--- src/rtl/axi_lite_regfile_slave.sv ---
// AXI4-Lite slave register file. Each register is RW, RO (mirrors hw_in) or W1C (hw_in sets, AXI clears).
// Every write applies byte strobes. Per-register write and read pulses go to the user logic.
module axi_lite_regfile_slave #(
    parameter int C_S_AXI_DATA_WIDTH  = 32,
    parameter int C_S_AXI_ADDR_WIDTH  = 6,
    parameter int NUMBER_OF_REGISTERS = 8,
    parameter logic [NUMBER_OF_REGISTERS-1:0] RO_MASK  = '0,
    parameter logic [NUMBER_OF_REGISTERS-1:0] W1C_MASK = '0
) (
    input  logic                                              S_AXI_ACLK,
    input  logic                                              S_AXI_ARESETN,
    input  logic [C_S_AXI_ADDR_WIDTH-1:0]                     S_AXI_AWADDR,
    input  logic [2:0]                                        S_AXI_AWPROT,
    input  logic                                              S_AXI_AWVALID,
    output logic                                              S_AXI_AWREADY,
    input  logic [C_S_AXI_DATA_WIDTH-1:0]                     S_AXI_WDATA,
    input  logic [C_S_AXI_DATA_WIDTH/8-1:0]                   S_AXI_WSTRB,
    input  logic                                              S_AXI_WVALID,
    output logic                                              S_AXI_WREADY,
    output logic [1:0]                                        S_AXI_BRESP,
    output logic                                              S_AXI_BVALID,
    input  logic                                              S_AXI_BREADY,
    input  logic [C_S_AXI_ADDR_WIDTH-1:0]                     S_AXI_ARADDR,
    input  logic [2:0]                                        S_AXI_ARPROT,
    input  logic                                              S_AXI_ARVALID,
    output logic                                              S_AXI_ARREADY,
    output logic [C_S_AXI_DATA_WIDTH-1:0]                     S_AXI_RDATA,
    output logic [1:0]                                        S_AXI_RRESP,
    output logic                                              S_AXI_RVALID,
    input  logic                                              S_AXI_RREADY,
    input  logic [NUMBER_OF_REGISTERS*C_S_AXI_DATA_WIDTH-1:0] hw_in,
    output logic [NUMBER_OF_REGISTERS*C_S_AXI_DATA_WIDTH-1:0] reg_out,
    output logic [NUMBER_OF_REGISTERS-1:0]                    reg_wr_pulse,
    output logic [NUMBER_OF_REGISTERS-1:0]                    reg_rd_pulse
);

    localparam int DW       = C_S_AXI_DATA_WIDTH;
    localparam int SW       = DW / 8;
    localparam int N        = NUMBER_OF_REGISTERS;
    localparam int ADDR_LSB = (DW == 64) ? 3 : 2;
    localparam int IDX_W    = C_S_AXI_ADDR_WIDTH - ADDR_LSB;

    typedef enum logic [1:0] {W_IDLE, W_HAVE_ADDR, W_HAVE_DATA, W_RESP} w_state_t;
    typedef enum logic {R_IDLE, R_RESP} r_state_t;

    w_state_t         r_wstate, w_wstate_next;
    r_state_t         r_rstate, w_rstate_next;
    logic             r_awready, r_wready, r_bvalid, r_arready, r_rvalid;
    logic             w_awready_next, w_wready_next, w_bvalid_next, w_arready_next, w_rvalid_next;
    logic [1:0]       r_bresp, r_rresp;
    logic [DW-1:0]    r_rdata, w_rd_data;
    logic [IDX_W-1:0] r_aw_idx, w_wr_idx, w_rd_idx;
    logic [DW-1:0]    r_wdata, w_wr_data, w_wr_mask;
    logic [SW-1:0]    r_wstrb, w_wr_strb;
    logic [N-1:0]     w_wr_hit, w_rd_hit, w_wr_en;
    logic             w_aw_hs, w_w_hs, w_ar_hs, w_commit, w_wr_err;
    logic             w_unused;

    assign w_aw_hs = S_AXI_AWVALID & r_awready;
    assign w_w_hs  = S_AXI_WVALID & r_wready;
    assign w_ar_hs = S_AXI_ARVALID & r_arready;

    // The channel that completes the pair is taken live; the earlier one comes from its capture register
    assign w_wr_idx  = w_aw_hs ? S_AXI_AWADDR[C_S_AXI_ADDR_WIDTH-1:ADDR_LSB] : r_aw_idx;
    assign w_wr_data = w_w_hs ? S_AXI_WDATA : r_wdata;
    assign w_wr_strb = w_w_hs ? S_AXI_WSTRB : r_wstrb;
    assign w_rd_idx  = S_AXI_ARADDR[C_S_AXI_ADDR_WIDTH-1:ADDR_LSB];

    assign w_commit = (r_wstate != W_RESP) && (w_wstate_next == W_RESP);
    assign w_wr_err = ~(|w_wr_hit) | (|(w_wr_hit & RO_MASK));
    assign w_wr_en  = {N{w_commit & ~w_wr_err}} & w_wr_hit;

    assign w_unused = &{1'b0, S_AXI_AWPROT, S_AXI_ARPROT, S_AXI_AWADDR[ADDR_LSB-1:0],
                        S_AXI_ARADDR[ADDR_LSB-1:0], hw_in};

    // State register, including the registered READY/VALID outputs
    always_ff @(posedge S_AXI_ACLK or negedge S_AXI_ARESETN) begin
        if (!S_AXI_ARESETN) begin
            r_wstate  <= W_IDLE;
            r_rstate  <= R_IDLE;
            r_awready <= 1'b0;
            r_wready  <= 1'b0;
            r_bvalid  <= 1'b0;
            r_arready <= 1'b0;
            r_rvalid  <= 1'b0;
        end else begin
            r_wstate  <= w_wstate_next;
            r_rstate  <= w_rstate_next;
            r_awready <= w_awready_next;
            r_wready  <= w_wready_next;
            r_bvalid  <= w_bvalid_next;
            r_arready <= w_arready_next;
            r_rvalid  <= w_rvalid_next;
        end
    end

    always_comb begin
        w_wstate_next = r_wstate;
        case (r_wstate)
            W_IDLE: begin
                if (w_aw_hs && w_w_hs) w_wstate_next = W_RESP;
                else if (w_aw_hs)      w_wstate_next = W_HAVE_ADDR;
                else if (w_w_hs)       w_wstate_next = W_HAVE_DATA;
            end
            W_HAVE_ADDR: if (w_w_hs)                    w_wstate_next = W_RESP;
            W_HAVE_DATA: if (w_aw_hs)                   w_wstate_next = W_RESP;
            W_RESP:      if (r_bvalid && S_AXI_BREADY)  w_wstate_next = W_IDLE;
            default:                                    w_wstate_next = W_IDLE;
        endcase
        w_rstate_next = r_rstate;
        case (r_rstate)
            R_IDLE:  if (w_ar_hs)      w_rstate_next = R_RESP;
            R_RESP:  if (S_AXI_RREADY) w_rstate_next = R_IDLE;
            default:                   w_rstate_next = R_IDLE;
        endcase
    end

    // Outputs are decoded from the next state so they leave the flops aligned with the state
    always_comb begin
        w_awready_next = (w_wstate_next == W_IDLE) || (w_wstate_next == W_HAVE_DATA);
        w_wready_next  = (w_wstate_next == W_IDLE) || (w_wstate_next == W_HAVE_ADDR);
        w_bvalid_next  = (w_wstate_next == W_RESP);
        w_arready_next = (w_rstate_next == R_IDLE);
        w_rvalid_next  = (w_rstate_next == R_RESP);
    end

    always_comb begin
        w_rd_data = '0;
        for (int i = 0; i < N; i++) begin
            if (w_rd_hit[i]) w_rd_data = reg_out[i*DW +: DW];
        end
    end

    always_ff @(posedge S_AXI_ACLK or negedge S_AXI_ARESETN) begin
        if (!S_AXI_ARESETN) begin
            r_aw_idx     <= '0;
            r_wdata      <= '0;
            r_wstrb      <= '0;
            r_bresp      <= 2'b00;
            r_rdata      <= '0;
            r_rresp      <= 2'b00;
            reg_wr_pulse <= '0;
            reg_rd_pulse <= '0;
        end else begin
            if (w_aw_hs) r_aw_idx <= S_AXI_AWADDR[C_S_AXI_ADDR_WIDTH-1:ADDR_LSB];
            if (w_w_hs) begin
                r_wdata <= S_AXI_WDATA;
                r_wstrb <= S_AXI_WSTRB;
            end
            if (w_commit) r_bresp <= {w_wr_err, 1'b0};
            if (w_ar_hs) begin
                r_rdata <= w_rd_data;
                r_rresp <= {~(|w_rd_hit), 1'b0};
            end
            reg_wr_pulse <= w_wr_en;
            reg_rd_pulse <= {N{w_ar_hs}} & w_rd_hit;
        end
    end

    genvar gi;
    generate
        for (gi = 0; gi < SW; gi++) begin : g_lane
            assign w_wr_mask[gi*8 +: 8] = {8{w_wr_strb[gi]}};
        end

        for (gi = 0; gi < N; gi++) begin : g_reg
            logic [DW-1:0] r_reg;
            assign w_wr_hit[gi]           = (w_wr_idx == IDX_W'(gi));
            assign w_rd_hit[gi]           = (w_rd_idx == IDX_W'(gi));
            assign reg_out[gi*DW +: DW]   = r_reg;

            always_ff @(posedge S_AXI_ACLK or negedge S_AXI_ARESETN) begin
                if (!S_AXI_ARESETN) begin
                    r_reg <= '0;
                end else if (RO_MASK[gi]) begin
                    r_reg <= hw_in[gi*DW +: DW];
                end else if (W1C_MASK[gi]) begin
                    // OR-ing the hardware set after the clear lets a same-cycle set win
                    r_reg <= (r_reg & ~(w_wr_en[gi] ? (w_wr_data & w_wr_mask) : '0))
                             | hw_in[gi*DW +: DW];
                end else if (w_wr_en[gi]) begin
                    r_reg <= (r_reg & ~w_wr_mask) | (w_wr_data & w_wr_mask);
                end
            end
        end
    endgenerate

    assign S_AXI_AWREADY = r_awready;
    assign S_AXI_WREADY  = r_wready;
    assign S_AXI_BVALID  = r_bvalid;
    assign S_AXI_BRESP   = r_bresp;
    assign S_AXI_ARREADY = r_arready;
    assign S_AXI_RVALID  = r_rvalid;
    assign S_AXI_RDATA   = r_rdata;
    assign S_AXI_RRESP   = r_rresp;

endmodule

--- config.mk ---
export PLATFORM = sky130hd
export DESIGN_NAME = axi_lite_regfile_slave
export DESIGN_NICKNAME = d
export VERILOG_FILES = /design/src/rtl/axi_lite_regfile_slave.sv
export SDC_FILE = /design/constraint.sdc
export NUM_CORES = 1
export LEC_CHECK = 0
export BUFFER_PORTS_ARGS = -buffer_cell sky130_fd_sc_hd__buf_2
export CORE_AREA = 2 2 243 245
export CTS_BUF_LIST = sky130_fd_sc_hd__clkbuf_16
export CTS_CLUSTER_SIZE = 8
export DETAILED_ROUTE_END_ITERATION = 12
export DIE_AREA = 0 0 245 247
export HOLD_SLACK_MARGIN = 0.15
export MAX_ROUTING_LAYER = met4
export PLACE_DENSITY = 0.49
export REMOVE_ABC_BUFFERS = 1
export SLEW_MARGIN = 20
export SYNTH_ARGS = -nofsm -noshare
export SYNTH_HDL_FRONTEND = slang
export SYNTH_SLANG_ARGS = --single-unit
--- constraint.sdc ---
create_clock -name S_AXI_ACLK -period 3.1 [get_ports S_AXI_ACLK]
set_clock_uncertainty 0.05 [all_clocks]
set_input_delay 0.62 -clock S_AXI_ACLK [delete_from_list [all_inputs] [get_ports S_AXI_ACLK]]
set_output_delay 0.62 -clock S_AXI_ACLK [all_outputs]
set_load 0.03 [all_outputs]
**Word-level counts from Yosys, hierarchy flattened**

Index checks and enable logic that the tools add are counted.

- Reduce and logical (&&, ||, !) cells: 11
- Equal/unequal tests: 21
- Bitwise gates (word level): 28
- Multiplexer cells: 21

Operators by type and width:

| operator | count |
|---|---|
| $and A32 B32 Y32 | 9 |
| $mux W32 | 9 |
| $or A32 B32 Y32 | 8 |
| $eq A4 B3 Y1 const B | 8 |
| $not A32 Y32 | 1 |
| $and A8 B8 Y8 | 2 |
| $eq A4 B2 Y1 const B | 4 |
| $reduce_or A8 Y1 | 2 |
| $mux W2 | 6 |
| $eq A2 B2 Y1 const B | 4 |
| $eq A4 B1 Y1 const B | 2 |
| $logic_not A4 Y1 | 2 |
| $mux W4 | 2 |
| $pmux W2 S4 | 1 |
| $and A1 B1 Y1 | 4 |
| $eq A2 B1 Y1 const B | 2 |
| $logic_not A2 Y1 | 2 |
| $not A1 Y1 | 4 |
| $logic_and A1 B1 Y1 | 3 |
| $logic_or A1 B1 Y1 | 2 |
| $mux W1 | 2 |
| $ne A2 B2 Y1 const B | 1 |
| $pmux W1 S2 | 1 |

- Output and inout port bits: 313
- Input port bits: 317
- Flip-flop bits (word level): 353
- Word-level logic and storage cells: 103

**Longest topological paths before layout**

Gate-level depths: netlist of the first run.

- Depth in word-level cells: 9
- Depth in mapped cells: 7
- Depth with buffers taken out: 4

**Worst setup path before layout of the first run**

No wires, ideal clock.

- Path kind: input -> register
- Start: input port S_AXI_AWVALID
- End: register with a tool-made name
- Setup time: 0.125 ns
- Buffers on the path: 3
- Arrival: 2.496 ns
- Cell stages on the path: 7
- Data required time: 2.925 ns
- Setup slack: 0.430 ns
- Cells stage by stage: buf_4 a21bo_1 a221o_1 buf_6 buf_6 nor4_4 mux2_2

RTL lines:

| what | RTL line | text |
|---|---|---|
| start: declaration | 14 | `input logic S_AXI_AWVALID,` |

==> flow_summary.yaml, run 1 <==
status:
  status: "finished, final reports clean"
floorplanning:
  die_width_um: 245
  die_h_um: 247
  row_count: 89
  dieArea_um2: 60500
  initial_core_util_pct: 26.8
  num_io_pins: 630
  core_area_um2: 58200
logic_synthesis:
  synth_top_family_by_area: "multiplexers"
  synth.most_common_cell: "dfrtp_1"
  synth_xor_area_share_pct: 0
  synth_top_flop_cell: "dfrtp_1"
  yosys.area_share.simple_pct: 6.98
  postSynthCellCount: 1006
  synth_top_area_share_pct: 56.6
  yosysSeqAreaShare_pct: 56.6
  synth.distinct_cells: 51
  syn_area_um2: 15600
  synthTopCellsByArea: "dfrtp_1 57%, mux2_2 21%, mux4_2 7.8%"
  yosys.area.top_type: "dfrtp_1"
  async_flop_share_pct: 100
  synth_mux_area_share_pct: 31.5
  synth_seq_cells: 353
  synth_common_cells: "353 x dfrtp_1, 295 x mux2_2, 54 x mux4_2, 42 x nand2_1, 36 x o21ai_0"
  yosysWarnings: 0
  synth_compound_area_share_pct: 3.16
  synth_edf_count: 0
  syn-mean-instance-area_um2: 15.5
  synth_fa_ha_area_share_pct: 0
power:
  p_int_mw: 11.9
  p_per_area_nw_per_um2: 993
  leakage_nw: 10.1
  power_frac_clock_pct: 24.9
  seqPwrFrac_pct: 35.0
  ir_drop_mv: 0.472
  pwr-share-comb_pct: 40.2
  p_sw_mw: 8.32
  p_sw_share_pct: 41.2
setup_path:
  r2r_slack_ns: 0.60
  crit_required_ns: 3.50
  cp.arrival_ns: 2.90
  path_class: "reg -> reg"
  rr_worst_depth: 6
  endpoint_kind: "flop"
  critPathLaunchType: "flop"
  cp_max_fo: 17
  crit_path_start: "S_AXI_AWREADY"
  reg2reg_from: "S_AXI_AWREADY"
clock_network:
  clock_latency_ns: 0.57
  cts_tree: "done"
  post-cts-setup-buffer-count: 0
  clk_transition_reported_paths_ns: 0.05
  clock_sinks: 353
  cts_root_buffer: "clkbuf_16"
  cts_hold_buf: 1
  cts_max_level: 2
  ctsResizeCount: 0
  numCtsBuffers: 51
  clk_path_buf_depth: 3
drt:
  first_iter_violations: 469
  ant_nets: 0
  drc: 0
  drt-wirelength-per-cell_um: 22.9
  vias_per_cell: 4.71
  num_vias: 10600
  drt-total-wl_um: 51400
  dr.pass1.iters: 4
place:
  dp_slack_ns: 0.327
  place_area_um2: 18900
  dp.cells: 2175
  dp_hpwl_um: 35900
  place.gp.congestion: 0.806
  port-buffer-count: 361
timing:
  final-hold-violation-count: 0
  setup-violations-final: 0
  slew_violations: 0
  worst_slack_ns: 0.604
  fin_crit_sh_pct: 80.5
  tightest_slew_ns: 0.774
  clock.fmax_mhz: 401
  maxSlewHeadroom_pct: 48.4
  rsz0062_at_grt: "false"
  period_needed_ns: 2.50
  setup_tns_ns: 0
hold_path:
  hold_path.class: "in -> reg"
  hold_path_end: "S_AXI_RVALID"
  hold_start: "S_AXI_RREADY"
  hold_depth: 2
final_layout:
  utilization_pct: 34.9
  final_cell_area_um2: 20300
  syn2layout_area_growth_pct: 30.2
  fin_nets: 1773
  instances_no_fill: 2242
  drive_gt1_share_pct: 61.5
global_routing:
  grt_max_degree: 72
  grt_pass1_wl_um: 75800
  grt_overflow: 0
  first_global_vias: 11300
  grt_antenna_before_repair: 9
  gr-usage-all-layers_pct: 17.4
run:
  cap_violations: 0
==> worst max path at each step <==
stage / slack, ns / end
6_report: 0.60 / flop
5_1_grt: 0.48 / flop
4_1_cts: 0.57 / flop
3_5_place_dp: 0.33 / flop
3_3_place_gp: 0.32 / flop
2_1_floorplan: -0.83 / flop
==> cell type report <==
cell class / count / area (µm²)
Inverter: 13 / 48.8
Multi-Input combinational cell: 593 / 6550
Fill cell: 5718 / 37900
Sequential cell: 353 / 8830
Clock inverter: 5 / 50.0
Antenna cell: 8 / 20.0
Timing Repair Buffer: 444 / 2550
Clock buffer: 53 / 1330
Tap cell: 773 / 967
==> routing by layer <==
metal | track usage (%) | vias to the layer above | part of all wire, %
met1 | 22.9 | 5480 | 45
met4 | 4.64 | 0 | 1.9
li1 | - | 4645 | -
met5 | - | - | 0
met3 | 5.47 | 80 | 8.2
met2 | 25.9 | 355 | 45
==> critical path, stage by stage, from the launching register on <==
cell and delay, ns:
dfrtp_1 0.51, a21bo_1 0.27, a221o_2 0.42, buf_12 0.19, nor4_4 0.33, buf_4 0.25
mux2_2 0.35
==> kinds of logic (layout without fill, tap and decap cells) <==
kind of cell    after synthesis  in the layout
compound gates               77             77
buf+inv                      61            515
flops                       353            353
mux                         386            386
other cells                   1             10
simple gates                128            128
==> power groups by stage <==
stage	Combinational (mW)	Sequential, mW	Clock [mW]
floorplan	3.05	9.17	0
global placement	8.15	7.06	0
detailed placement	8.21	7.13	0
CTS	8.22	7.07	5.18
global route	8.65	7.27	5.40
finish	8.11	7.07	5.02
==> through the flow <==
step	total power, mW	hold WS, ns
3_5_place_dp	15.3	0.416
3_3_place_gp	15.2	0.415
5_1_grt	21.3	0.191
4_1_cts	20.5	0.166
6_report	20.2	0.202
2_1_floorplan	12.2	0.274
==> layout by cell type, fill, tap and decap left out, types with 2 or more instances in the layout <==
cell type | netlist | routed
inv_1 | 13 | 14
nor2_1 | 18 | 18
a21oi_1 | 6 | 6
nor2b_1 | 4 | 4
nand2_2 | 1 | 2
mux2_2 | 295 | 295
a22oi_1 | 4 | 4
o21bai_1 | 4 | 4
buf_2 | 5 | 358
clkbuf_16 | 0 | 53
mux2i_1 | 33 | 33
buf_4 | 4 | 76
buf_12 | 0 | 8
nand2b_1 | 3 | 2
mux2i_2 | 4 | 4
o21ai_0 | 36 | 36
nor4_4 | 24 | 24
nand2_1 | 42 | 41
and2_1 | 3 | 3
nor4_2 | 8 | 8
nand4b_1 | 5 | 5
diode_2 | 0 | 8
nor3_1 | 2 | 2
or2_2 | 4 | 4
nand3_1 | 3 | 3
dfrtp_1 | 353 | 353
nand3b_1 | 4 | 4
a31oi_2 | 0 | 2
mux4_2 | 54 | 54
a221oi_1 | 4 | 4
conb_1 | 1 | 2
o211ai_1 | 9 | 9
No activity file was read; power rests on OpenSTA's default activity.
==> inputs of run 2 (changes only) <==
==> constraint.sdc (replaced) <==
create_clock -name S_AXI_ACLK -period 2.45 [get_ports S_AXI_ACLK]
set_clock_uncertainty 0.05 [all_clocks]
set_input_delay 0.49 -clock S_AXI_ACLK [delete_from_list [all_inputs] [get_ports S_AXI_ACLK]]
set_output_delay 0.49 -clock S_AXI_ACLK [all_outputs]
set_load 0.03 [all_outputs]
==> run 2 against run 1 <==
Compared with the run above:
- critical path depth unchanged
- die area unchanged
- design area increased by 2.8%
- sequential share of layout area decreased by 1.2 points
- largest cell class unchanged
- cell count increased by 1.0%
- register-to-register slack got worse by 0.49 ns
- routed wire length decreased by 0.50%
- power increased by 28%
- via count increased by 0.88%
- combinational power increased by 32%
==> flow_summary.yaml, run 2 (synthesized netlist as in run 1, its figures left out) <==
setup_path:
  cp_slowest_stage_delay_ns: 0.45
  reg2reg_from: "S_AXI_AWREADY"
  rr_worst_depth: 6
  crit_required_ns: 2.85
  cp_cell_sequence: "a21bo_1, a221o_2, buf_12, nor4_4, buf_4, mux2_2"
  crit_path_start: "S_AXI_AWREADY"
  cp_max_fo: 8
  endpoint_kind: "flop"
  slowest_stage: "dfrtp_1"
  path_class: "reg -> reg"
  cp.arrival_ns: 2.74
  critPathLaunchType: "flop"
floorplanning:
  die_width_um: 245
  core_area_um2: 58200
  dieArea_um2: 60500
  row_count: 89
  initial_core_util_pct: 26.8
  num_io_pins: 630
  die_h_um: 247
final_layout:
  drive_gt1_share_pct: 61.7
  syn2layout_area_growth_pct: 33.9
  fin_nets: 1795
  final_cell_mix: "358 x buf_2, 353 x dfrtp_1, 295 x mux2_2, 59 x buf_4, 54 x mux4_2"
  utilization_pct: 35.9
  final_common_cell: "buf_2"
timing:
  rsz0062_at_grt: "false"
  final-hold-violation-count: 0
  tightest_slew_ns: 0.593
  maxSlewHeadroom_pct: 60.5
  fin_crit_sh_pct: 95.3
  slew_violations: 0
  period_needed_ns: 2.34
  setup-violations-final: 0
  clock.fmax_mhz: 428
clock_network:
  cts_max_level: 2
  cts_tree: "done"
  post-cts-setup-buffer-count: 0
  clock_sinks: 353
  clock_latency_ns: 0.58
  cts_root_buffer: "clkbuf_16"
  clk_transition_reported_paths_ns: 0.05
  numCtsBuffers: 51
  clk_path_buf_depth: 3
power:
  p_per_area_nw_per_um2: 1240
  ir_drop_mv: 0.583
  leakage_nw: 10.3
  power.total_mw: 25.9
place:
  place.gp.congestion: 0.824
  port-buffer-count: 361
  dp_hpwl_um: 36300
global_routing:
  first_global_vias: 11300
  grt_max_degree: 81
  grt_pass1_wl_um: 75400
  grt_antenna_before_repair: 8
  grt_overflow: 0
  gr-usage-all-layers_pct: 17.3
status:
  status: "finished, final reports clean"
drt:
  drc: 0
  num_vias: 10700
  drt-total-wl_um: 51100
  vias_per_cell: 4.70
  first_iter_violations: 461
  drt-wirelength-per-cell_um: 22.6
  ant_nets: 0
  dr.pass1.iters: 4
hold_path:
  hold_path.class: "in -> reg"
  hold_start: "S_AXI_WDATA[27]"
  hold_depth: 2
run:
  cap_violations: 0
## run 2: cell types whose count changed in the layout (fill, tap and decap cells not counted), sizes merged
cell         change
clkinvlp         -1
clkinv           +3
dlygate4sd3      +4
bufinv           -1
diode            -2
buf             +18
inv              +2
## run 2: through the flow
stage                     TNS, ns  worst slack [ns]  std cells  cell area, µm²  hold WS, ns
after CTS                       0            0.0446       2259           20900        0.179
after global placement      -1.02           -0.0832       2193           19500        0.365
final                           0             0.114       2265           20900        0.222
after global routing            0          0.000280       2263           20900        0.216
after detailed placement    -2.03           -0.0980       2193           19500        0.353
after floorplan           -333.60             -1.46        959           15400        0.144
## run 2: critical path: cells and delay by family (launching register included)
kind | cells | cell delay, ns
AO/OA/AOI/OAI | 2 | 0.67
buffers and inverters | 2 | 0.39
flip-flops | 1 | 0.45
multiplexers | 1 | 0.33
AND/OR/NAND/NOR | 1 | 0.33
## run 2: per-layer routing
metal / track usage (%) / vias to the layer above / wire [µm]
met4: 4.25 / 0 / 944
met1: 23.0 / 5504 / 22900
met5: - / - / 0
met3: 4.74 / 67 / 4100
li1: - / 4706 / -
met2: 26.2 / 376 / 23200
## run 2: power by group
part / leakage [nW] / switching (mW) / internal (mW) / total (mW)
registers: 4.69 / 1.34 / 7.66 / 8.99
logic: 4.93 / 6.80 / 3.88 / 10.7
clock network: 0.682 / 2.45 / 3.76 / 6.21
total: 10.3 / 10.6 / 15.3 / 25.9
## run 2: area by class of cell
class                   instances  area [µm²]
fillers                      5685       37300
flip-flops and latches        353        8830
multi-input cells             593        6550
repair buffers                466        3140
clock buffers                  53        1330
well taps                     773         967
inverters                      13        48.8
clock inverters                 8        32.5
diodes                          6        15.0
## run 2: path summary, 6_finish.rpt
path,end,slack [ns]
max in group asynchronous,asynchronous set/reset pin,1.19
hold reg to reg,S_AXI_RDATA[25],0.43
min in group asynchronous,asynchronous set/reset pin,0.37
hold / removal,r_wdata[27],0.22
setup / recovery,flop,0.11
setup reg to reg,flop,0.11
## run 2: timing repair
action                                  4_1_cts  5_1_grt
endpoints found under the setup margin        0       11
endpoints found under the hold margin       105        0
resized for setup                             0        3
hold buffers                                  5        0
==> inputs of run 3 (changes only) <==
--- a/config.mk
+++ b/config.mk
@@ -6,14 +6,14 @@
 export NUM_CORES = 1
 export LEC_CHECK = 0
 export BUFFER_PORTS_ARGS = -buffer_cell sky130_fd_sc_hd__buf_2
-export CORE_AREA = 2 2 243 245
+export CORE_AREA = 2 2 242 244
 export CTS_BUF_LIST = sky130_fd_sc_hd__clkbuf_16
 export CTS_CLUSTER_SIZE = 8
 export DETAILED_ROUTE_END_ITERATION = 12
-export DIE_AREA = 0 0 245 247
+export DIE_AREA = 0 0 244 246
 export HOLD_SLACK_MARGIN = 0.15
 export MAX_ROUTING_LAYER = met4
-export PLACE_DENSITY = 0.49
+export PLACE_DENSITY = 0.51
 export REMOVE_ABC_BUFFERS = 1
 export SLEW_MARGIN = 20
 export SYNTH_ARGS = -nofsm -noshare
==> constraint.sdc (replaced) <==
create_clock -name S_AXI_ACLK -period 2.1 [get_ports S_AXI_ACLK]
set_clock_uncertainty 0.05 [all_clocks]
set_input_delay 0.42 -clock S_AXI_ACLK [delete_from_list [all_inputs] [get_ports S_AXI_ACLK]]
set_output_delay 0.42 -clock S_AXI_ACLK [all_outputs]
set_load 0.03 [all_outputs]
==> run 3 against run 2 <==
Compared with the run above:
- the run now ends with setup timing left
- power is 23% higher
- clock power grew 14%
- worst setup slack worse by 0.24 ns
- first-iteration DRC count rose by 7.8%
- die area down 0.81%
==> flow_summary.yaml, run 3 (synthesized netlist as in run 1, its figures left out) <==
status:
  status: "complete, but fails checks"
  failed_checks: "setup timing"
timing:
  clock.fmax_mhz: 449
  slew_violations: 0
  setup-violations-final: 256
  fin_crit_sh_pct: 106
  setup_tns_ns: -17.71
  maxSlewHeadroom_pct: 56.3
  tightest_slew_ns: 0.656
  rsz0062_at_grt: "true"
  worst_slack_ns: -0.126
  period_needed_ns: 2.23
  final-hold-violation-count: 0
setup_path:
  cp_slowest_stage_delay_ns: 0.40
  endpoint_kind: "flop"
  crit_required_ns: 2.49
  rr_worst_depth: 10
  cp_cell_sequence: "buf_6, buf_6, a211oi_2, buf_4, a21oi_4, buf_12, buf_12, nor4_4, buf_12, mux2_4"
  cp_max_fo: 8
  cp.arrival_ns: 2.62
  critPathLaunchType: "flop"
  r2r_slack_ns: -0.13
  path_class: "reg -> reg"
  reg2reg_from: "S_AXI_AWREADY"
  slowest_stage: "dfrtp_1"
  path_common_cell: "buf_12"
power:
  p_per_area_nw_per_um2: 1440
  ir_drop_mv: 0.766
  leakage_nw: 10.9
final_layout:
  final_cell_mix: "358 x buf_2, 353 x dfrtp_1, 176 x mux2_4, 119 x mux2_2, 66 x buf_4"
  final_common_cell: "buf_2"
  nFillCells: 5491
  multi_input_area_um2: 7310
  syn2layout_area_growth_pct: 42.4
  fin_nets: 1845
  utilization_pct: 38.8
  instances_no_fill: 2304
  drive_gt1_share_pct: 62.2
  register_area_um2: 8830
floorplanning:
  row_count: 88
  dieArea_um2: 60000
  initial_core_util_pct: 27.2
  die_width_um: 244
  die_h_um: 246
  core_area_um2: 57400
  num_io_pins: 630
clock_network:
  cts_max_level: 2
  cts_root_buffer: "clkbuf_16"
  numCtsBuffers: 51
  clock_latency_ns: 0.57
  clk_transition_reported_paths_ns: 0.05
  clk_path_buf_depth: 3
  clock_sinks: 353
  cts_tree: "done"
global_routing:
  met3_usage_pct: 5.17
  grt_max_degree: 61
  first_global_vias: 11700
  grt_pass1_wl_um: 78100
  grt_antenna_before_repair: 7
  grt_use_met2_pct: 27.4
  grt_overflow: 0
  grt_util_met1_pct: 23.1
  gr-usage-all-layers_pct: 17.8
  grt_busiest_layer: "met2"
place:
  dp_hpwl_um: 36400
  place.gp.congestion: 0.848
  port-buffer-count: 361
  dp.cells: 2197
  dp_slack_ns: -0.366
hold_path:
  hold_path.class: "in -> reg"
  hold_start: "S_AXI_ARVALID"
  hold_depth: 4
  hold_path_end: "S_AXI_RDATA[10]"
drt:
  num_vias: 11000
  vias_per_cell: 4.79
  dr.pass1.iters: 4
  first_iter_violations: 497
  drt-total-wl_um: 53200
  drc: 0
  drt-wirelength-per-cell_um: 23.1
  ant_nets: 0
run:
  cap_violations: 0
[run 3: where the power goes]
part	switching, mW	leakage [nW]	internal, mW
Combinational	8.44	5.54	5.85
Clock	2.84	0.647	4.24
Sequential	1.66	4.69	8.93
[run 3: how the worst max path moves through the flow]
stage             startpoint    to  slack, ns  cells after the start
2_1_floorplan  S_AXI_AWREADY  flop      -1.81                      4
3_3_place_gp   S_AXI_AWVALID  flop      -0.35                      7
3_5_place_dp   S_AXI_AWVALID  flop      -0.37                      7
4_1_cts        S_AXI_AWREADY  flop      -0.17                      9
5_1_grt        S_AXI_AWREADY  flop      -0.23                     10
6_report       S_AXI_AWREADY  flop      -0.13                     10
[run 3: final cells by class]
type | count | area share (%)
antenna | 6 | 0.0675
clock buffer | 51 | 5.74
clock inverter | 7 | 0.163
inverter | 13 | 0.219
multi-input combinational | 593 | 32.9
sequential | 353 | 39.7
tap | 765 | 4.30
timing repair buffer | 516 | 16.9
[run 3: repair_timing]
| action | in CTS | in global routing |
|---|---|---|
| pin swaps | 13 | 12 |
| gates cloned | 0 | 3 |
| endpoints found under the hold margin | 359 | 0 |
| endpoints found under the setup margin | 256 | 256 |
| gates resized for setup | 98 | 116 |
| buffers inserted | 6 | 13 |
| hold buffers | 21 | 0 |
[run 3: routing by layer]
layer | vias up | routed length [µm]
met5 | - | 0
met4 | 0 | 1090
met3 | 72 | 4070
met2 | 394 | 24400
met1 | 5781 | 23600
li1 | 4791 | -
[run 3: per-stage QoR]
step,hold slack (ns),instance area [µm²],power (mW)
global placement,0.290,19600,23.1
CTS,0.150,21600,31.3
global route,0.183,22200,33.5
finish,0.181,22200,32.0
detailed placement,0.281,19600,23.3
floorplan,0.0744,15400,18.0
[run 3: worst max-delay path, delay by kind of cell (launching register included)]
family                 cells  cell delay, ns
multiplexers               1            0.31
buffers and inverters      6            0.89
AND/OR/NAND/NOR            1            0.19
AO/OA/AOI/OAI              2            0.26
flip-flops                 1            0.40
